--- config.mk ---
export PLATFORM = sky130hd
export DESIGN_NAME = bin_divider
export DESIGN_NICKNAME = d
export VERILOG_FILES = /design/src/rtl/bin_div_pkg.sv /design/src/rtl/bin_divider_div_step.sv /design/src/rtl/bin_divider.sv
export SDC_FILE = /design/constraint.sdc
export NUM_CORES = 1
export LEC_CHECK = 0
export CAP_MARGIN = 10
export CORE_MARGIN = 5
export CORE_UTILIZATION = 42
export CTS_CLUSTER_SIZE = 10
export DETAILED_ROUTE_END_ITERATION = 16
export PLACE_DENSITY = 0.66
export SLEW_MARGIN = 10
export SYNTH_ARGS = -nofsm -noshare
export SYNTH_HDL_FRONTEND = slang
export SYNTH_SLANG_ARGS = --single-unit
--- constraint.sdc ---
create_clock -name clk -period 2.5 [get_ports clk]
set_input_delay 0.5 -clock clk [delete_from_list [all_inputs] [get_ports clk]]
set_output_delay 0.5 -clock clk [all_outputs]
set_load 0.02 [all_outputs]
--- src/rtl/bin_div_pkg.sv ---
// Shared definitions for the restoring binary divider: FSM state encoding
// and the default operand widths.
package bin_div_pkg;

    typedef enum logic [1:0] {
        IDLE = 2'd0,
        CALC = 2'd1,
        DONE = 2'd2
    } div_state_t;

    localparam int DVD_W_DEF = 10;
    localparam int DVS_W_DEF = 5;

endpackage

--- src/rtl/bin_divider_div_step.sv ---
// One restoring-division step: trial-subtract the divisor from the already
// shifted partial remainder and keep the difference only if it did not go
// negative. Purely combinational.
module div_step
    import bin_div_pkg::*;
#(
    parameter int DVS_W = DVS_W_DEF
) (
    input  logic [DVS_W:0]   part_rem,
    input  logic [DVS_W-1:0] divisor,
    output logic [DVS_W:0]   next_rem,
    output logic             q_bit
);

    logic [DVS_W:0] dvs_ext;
    logic [DVS_W:0] diff;

    assign dvs_ext = {1'b0, divisor};
    assign diff    = part_rem - dvs_ext;

    // Restore (keep the old value) when the trial subtraction would underflow.
    always_comb begin
        q_bit    = 1'b0;
        next_rem = part_rem;
        if (part_rem >= dvs_ext) begin
            q_bit    = 1'b1;
            next_rem = diff;
        end
    end

endmodule

--- src/rtl/bin_divider.sv ---
// Sequential restoring divider, one quotient bit per clock, MSB first.
// The dividend shift register doubles as the quotient register: each step
// shifts a dividend bit out of the top and the new quotient bit into the LSB.
// The done pulse is registered from the DONE state, so it appears one cycle
// after the results are written; a load arriving in that cycle is ignored.
module bin_divider
    import bin_div_pkg::*;
#(
    parameter int DVD_W = DVD_W_DEF,
    parameter int DVS_W = DVS_W_DEF
) (
    input  logic             clk,
    input  logic             reset,
    input  logic             load,
    input  logic [DVD_W-1:0] dividend,
    input  logic [DVS_W-1:0] divisor,
    output logic [DVD_W-1:0] quotient,
    output logic [DVS_W-1:0] remainder,
    output logic             busy,
    output logic             done,
    output logic             div_by_zero
);

    localparam int CNT_W = $clog2(DVD_W + 1);
    localparam logic [CNT_W-1:0] CNT_LAST = CNT_W'(DVD_W - 1);

    div_state_t       state_reg;
    logic [CNT_W-1:0] cnt_reg;
    logic [DVS_W:0]   rem_reg;
    logic [DVD_W-1:0] dvd_reg;
    logic [DVS_W-1:0] dvs_reg;
    logic [DVD_W-1:0] quotient_reg;
    logic [DVS_W-1:0] remainder_reg;
    logic             busy_reg;
    logic             done_reg;
    logic             dbz_reg;

    logic [DVS_W+DVD_W:0] work_shl;
    logic [DVS_W:0]       rem_next;
    logic [DVD_W-1:0]     dvd_next;
    logic                 q_bit;

    // {partial remainder, dividend} shifted left by one; the top slice is the
    // trial value for this step, the bottom slice the shifted dividend/quotient.
    assign work_shl = {rem_reg, dvd_reg} << 1;
    assign dvd_next = work_shl[DVD_W-1:0] | DVD_W'(q_bit);

    div_step #(
        .DVS_W(DVS_W)
    ) u_step (
        .part_rem(work_shl[DVS_W+DVD_W:DVD_W]),
        .divisor (dvs_reg),
        .next_rem(rem_next),
        .q_bit   (q_bit)
    );

    // Control FSM, datapath registers and registered outputs.
    always_ff @(posedge clk or posedge reset) begin
        if (reset) begin
            state_reg     <= IDLE;
            cnt_reg       <= '0;
            rem_reg       <= '0;
            dvd_reg       <= '0;
            dvs_reg       <= '0;
            quotient_reg  <= '0;
            remainder_reg <= '0;
            busy_reg      <= 1'b0;
            done_reg      <= 1'b0;
            dbz_reg       <= 1'b0;
        end else begin
            done_reg <= (state_reg == DONE);
            case (state_reg)
                IDLE: begin
                    if (load && !done_reg) begin
                        dvd_reg  <= dividend;
                        dvs_reg  <= divisor;
                        rem_reg  <= '0;
                        cnt_reg  <= '0;
                        busy_reg <= 1'b1;
                        dbz_reg  <= (divisor == '0);
                        if (divisor == '0) begin
                            quotient_reg  <= '1;
                            remainder_reg <= '0;
                            state_reg     <= DONE;
                        end else begin
                            state_reg <= CALC;
                        end
                    end
                end
                CALC: begin
                    rem_reg <= rem_next;
                    dvd_reg <= dvd_next;
                    cnt_reg <= cnt_reg + CNT_W'(1);
                    if (cnt_reg == CNT_LAST) begin
                        quotient_reg  <= dvd_next;
                        remainder_reg <= rem_next[DVS_W-1:0];
                        state_reg     <= DONE;
                    end
                end
                DONE: begin
                    busy_reg  <= 1'b0;
                    state_reg <= IDLE;
                end
                default: begin
                    busy_reg  <= 1'b0;
                    state_reg <= IDLE;
                end
            endcase
        end
    end

    assign quotient    = quotient_reg;
    assign remainder   = remainder_reg;
    assign busy        = busy_reg;
    assign done        = done_reg;
    assign div_by_zero = dbz_reg;

endmodule

==> flow_summary.html <==
<table>
<tr><th>Metric</th><th>Value</th></tr>
<tr><th colspan="2">Run status</th></tr>
<tr><td>Result of the run</td><td>finished, final reports clean</td></tr>
<tr><th colspan="2">Logic synthesis</th></tr>
<tr><td>Synth warn</td><td>0</td></tr>
<tr><td>Unique cell type count in the Yosys netlist</td><td>38</td></tr>
<tr><td>Count of flip-flops with a built-in enable after synthesis</td><td>0</td></tr>
<tr><td>Proportion of synthesized flip-flops having asynchronous set or reset</td><td>100%</td></tr>
<tr><td>Number of register bits inferred by synthesis</td><td>44</td></tr>
<tr><td>Syn Area/Cell</td><td>9.84 um^2</td></tr>
<tr><td>Combined area of all synthesized cells</td><td>0.00208 mm^2</td></tr>
<tr><td>Top flip-flop cell by instance count after synthesis</td><td>sky130_fd_sc_hd__dfrtp_1</td></tr>
<tr><td>Fraction of the yosys area taken by sequential cells</td><td>53.0%</td></tr>
<tr><td>Number of nets in the synthesized netlist</td><td>237</td></tr>
<tr><td>Count of mapped cells out of synthesis</td><td>211</td></tr>
<tr><th colspan="2">Drt</th></tr>
<tr><td>Average routed wire per standard cell</td><td>13.4 um</td></tr>
<tr><td>Initial DRC count</td><td>75</td></tr>
<tr><td>Ratio of routed vias to standard cells</td><td>4.94</td></tr>
<tr><td>Total Wirelength</td><td>4.29 mm</td></tr>
<tr><td>Detailed-router iteration count before antenna repair</td><td>4</td></tr>
<tr><td>Total via count in the routed design</td><td>1,582</td></tr>
<tr><td>DRC violations left</td><td>0</td></tr>
<tr><td>Post-DRT Antenna Nets</td><td>0</td></tr>
<tr><th colspan="2">Power and ir drop</th></tr>
<tr><td>Part of the power in combinational logic</td><td>51.3%</td></tr>
<tr><td>LEAKAGE</td><td>1.11 nW</td></tr>
<tr><td>Cell internal power dissipation</td><td>0.00216 W</td></tr>
<tr><td>Sequential cell fraction of total power</td><td>34.3%</td></tr>
<tr><td>Worst IR Drop VDD</td><td>510 uV</td></tr>
<tr><td>Total net switching power</td><td>0.00150 W</td></tr>
<tr><td>Sw frac</td><td>41.0%</td></tr>
<tr><td>Power Dens Cells</td><td>1400 mW/mm^2</td></tr>
<tr><td>Clock network power share</td><td>14.4%</td></tr>
<tr><th colspan="2">Setup path</th></tr>
<tr><td>Worst path arrival time</td><td>2160 ps</td></tr>
<tr><td>Cell family with most CP delay</td><td>compound AO/OA/AOI/OAI gates</td></tr>
<tr><td>Kind of critical path</td><td>reg2reg</td></tr>
<tr><td>Required time reported for the critical path endpoint</td><td>2650 ps</td></tr>
<tr><td>Combined buffer and inverter count along the critical path</td><td>1</td></tr>
<tr><td>CP cell instances</td><td>inv_1, ha_1, fa_1, nor2b_1, o21a_1, or3_1, a31oi_1, o21ai_0</td></tr>
<tr><td>Critical path capture point type</td><td>flip-flop</td></tr>
<tr><td>Worst stage delay on the critical path</td><td>370 ps</td></tr>
<tr><td>Largest fanout of any net on the critical path</td><td>4</td></tr>
<tr><td>Startpoint type of the worst setup path</td><td>flip-flop</td></tr>
<tr><td>Cell at the slowest stage of the critical path</td><td>sky130_fd_sc_hd__dfrtp_1</td></tr>
<tr><th colspan="2">Timing</th></tr>
<tr><td>Unrepaired setup endpoints after global routing</td><td>false</td></tr>
<tr><td>Final hold violations</td><td>0</td></tr>
<tr><td>Final period util</td><td>80.5%</td></tr>
<tr><td>Setup TNS</td><td>0 ps</td></tr>
<tr><td>Post-layout min period</td><td>2010 ps</td></tr>
<tr><td>Fin. max-slew vios</td><td>0</td></tr>
<tr><td>Number of endpoints failing setup at the final stage</td><td>0</td></tr>
<tr><td>Largest clock skew in the final design</td><td>9.49 ps</td></tr>
<tr><td>Tightest hold margin</td><td>516 ps</td></tr>
<tr><td>Peak clock frequency supported by timing</td><td>497 MHz</td></tr>
<tr><td>Slew of the pin with the lowest slew margin</td><td>715 ps</td></tr>
<tr><td>Relative slew slack</td><td>52.0%</td></tr>
<tr><th colspan="2">Clocking</th></tr>
<tr><td># clock sinks</td><td>44</td></tr>
<tr><td>Number of buffers inserted to repair setup after CTS</td><td>0</td></tr>
<tr><td>Number of buffers created by CTS</td><td>5</td></tr>
<tr><td>Clock tree from TritonCTS</td><td>done</td></tr>
<tr><td>Number of H-tree levels</td><td>2</td></tr>
<tr><td>Largest buffer count on any clock path</td><td>2</td></tr>
<tr><td>Post-CTS clock slew at the launch and capture registers of the worst setup and hold paths</td><td>80 ps</td></tr>
<tr><td>Post-CTS Hold Fix Bufs</td><td>0</td></tr>
<tr><td>Post-CTS Resized</td><td>0</td></tr>
<tr><td>Source-to-sink clock delay at the later pin of the worst-skew pair</td><td>290 ps</td></tr>
<tr><td>Root buffer cell</td><td>sky130_fd_sc_hd__clkbuf_8</td></tr>
<tr><th colspan="2">Layout</th></tr>
<tr><td>Commonest non-fill, non-tap cell in the layout</td><td>sky130_fd_sc_hd__dfrtp_1</td></tr>
<tr><td>Final layout net count</td><td>278</td></tr>
<tr><td>Share of final-layout standard cells stronger than drive strength 1</td><td>11.1%</td></tr>
<tr><td>Fill cell total of the finished layout</td><td>473</td></tr>
<tr><td>Top library cells by usage in the layout, fill and taps aside</td><td>44 x sky130_fd_sc_hd__dfrtp_1, 37 x sky130_fd_sc_hd__nor2_1, 35 x sky130_fd_sc_hd__clkdlybuf4s50_1</td></tr>
<tr><td>Growth of design area from synthesis to finish</td><td>26.3%</td></tr>
<tr><td>Number of cells in the finished layout apart from fillers</td><td>320</td></tr>
<tr><td>ANT cells</td><td>0</td></tr>
<tr><td>Fraction of the core area covered by cells at the end of the flow</td><td>55.1%</td></tr>
<tr><th colspan="2">Die</th></tr>
<tr><td>Initial Utilization</td><td>43.7%</td></tr>
<tr><td>Placeable core region</td><td>0.00475 mm^2</td></tr>
<tr><td>Total die area</td><td>0.00645 mm^2</td></tr>
<tr><td>DIE HEIGHT</td><td>80.3 um</td></tr>
<tr><td>I/O pin total</td><td>36</td></tr>
<tr><td>Cell row count</td><td>25</td></tr>
<tr><td>Die Width</td><td>80.3 um</td></tr>
<tr><th colspan="2">Run</th></tr>
<tr><td>Number of maximum-capacitance constraint violations</td><td>0</td></tr>
<tr><th colspan="2">Placement</th></tr>
<tr><td>Number of cells after detailed placement</td><td>312</td></tr>
<tr><td>GPL Wtd Cong</td><td>0.788</td></tr>
<tr><td>Placed wire-length estimate after detailed placement</td><td>3.24 mm</td></tr>
<tr><td>Count of port buffers added during placement</td><td>35</td></tr>
<tr><th colspan="2">Global routing</th></tr>
<tr><td>Number of antenna violations at the first check in global routing</td><td>0</td></tr>
<tr><td>Wire length of the first global-routing pass</td><td>7.36 mm</td></tr>
<tr><td>Total global-route track usage</td><td>14.8%</td></tr>
<tr><td>Sum of overflow across all layers after global routing</td><td>0</td></tr>
<tr><td>Via count of the first global-routing pass</td><td>1,594</td></tr>
<tr><td>Largest net degree at the start of global routing</td><td>21</td></tr>
<tr><th colspan="2">Min path</th></tr>
<tr><td>Type of the most critical hold path</td><td>reg2reg</td></tr>
</table>
path summary, 6_finish.rpt:
kind | startpoint | end | slack [ps] | cells past startpoint
max | dvd_reg[9] | rem_reg[4] | 490 | 8
min | dvs_reg[2] | dvs_reg[2] | 520 | 1
max reg2reg | dvd_reg[9] | rem_reg[4] | 490 | 8
min reg2reg | dvs_reg[2] | dvs_reg[2] | 520 | 1
max in group asynchronous | reset | state_reg[0] | 1350 | 3
min in group asynchronous | reset | quotient[2] | 540 | 2
cell usage after synthesis, types with 3 or more instances:
library cell / n / area share (%)
sky130_fd_sc_hd__o21ai_0: 15 / 3.6
sky130_fd_sc_hd__inv_1: 15 / 2.7
sky130_fd_sc_hd__nor2b_1: 5 / 1.5
sky130_fd_sc_hd__a21oi_1: 12 / 2.9
sky130_fd_sc_hd__nor3_1: 16 / 3.9
sky130_fd_sc_hd__nor2_1: 37 / 6.7
sky130_fd_sc_hd__buf_2: 6 / 1.4
sky130_fd_sc_hd__dfrtp_1: 44 / 53
sky130_fd_sc_hd__nand3_1: 3 / 0.72
sky130_fd_sc_hd__mux2_2: 6 / 3.3
sky130_fd_sc_hd__o22ai_1: 6 / 1.8
sky130_fd_sc_hd__nand2_1: 9 / 1.6
sky130_fd_sc_hd__ha_1: 7 / 4.2
cells by family after synthesis:
logic type,count (synthesis),synth area share [%]
buffers and inverters,23,5.06
multiplexers,6,3.25
adder cells (fa/ha/maj),8,5.18
flip-flops,44,53.0
AND/OR/NAND/NOR,81,18.3
AO/OA/AOI/OAI,47,14.3
XOR/XNOR,2,0.844
layout make-up:
class	instances	area (um^2)	area share [%]
Clock buffer	6	72.6	2.77
Multi-Input combinational cell	144	870	33.2
Sequential cell	44	1100	42.0
Clock inverter	2	35.0	1.34
Inverter	15	56.3	2.15
Timing Repair Buffer	42	403	15.4
Tap cell	67	83.8	3.20
per-stage QoR:
step | power, W | instance area (um^2) | worst slack (ps)
after global placement | 0.00313 | 2510 | 416
after detailed placement | 0.00316 | 2510 | 396
after global routing | 0.00398 | 2620 | 374
after CTS | 0.00370 | 2620 | 506
after floorplan | 0.00258 | 2080 | 705
final | 0.00366 | 2620 | 487
power groups by stage:
stage	logic (W)	registers [W]	clock network [W]
global placement	0.00186	0.00127	0
detailed placement	0.00188	0.00128	0
floorplan	0.00125	0.00134	0
CTS	0.00190	0.00126	0.000546
finish	0.00188	0.00126	0.000527
global route	0.00211	0.00130	0.000575
per-layer routing:
layer	vias up	global-route usage (%)	wire length, um
met5	-	0	0
met4	0	4.56	38
met3	4	3.92	145
met2	29	23.9	2070
met1	750	19.3	2030
li1	799	-	-
Note: power is estimated with default switching activity, not from simulation.
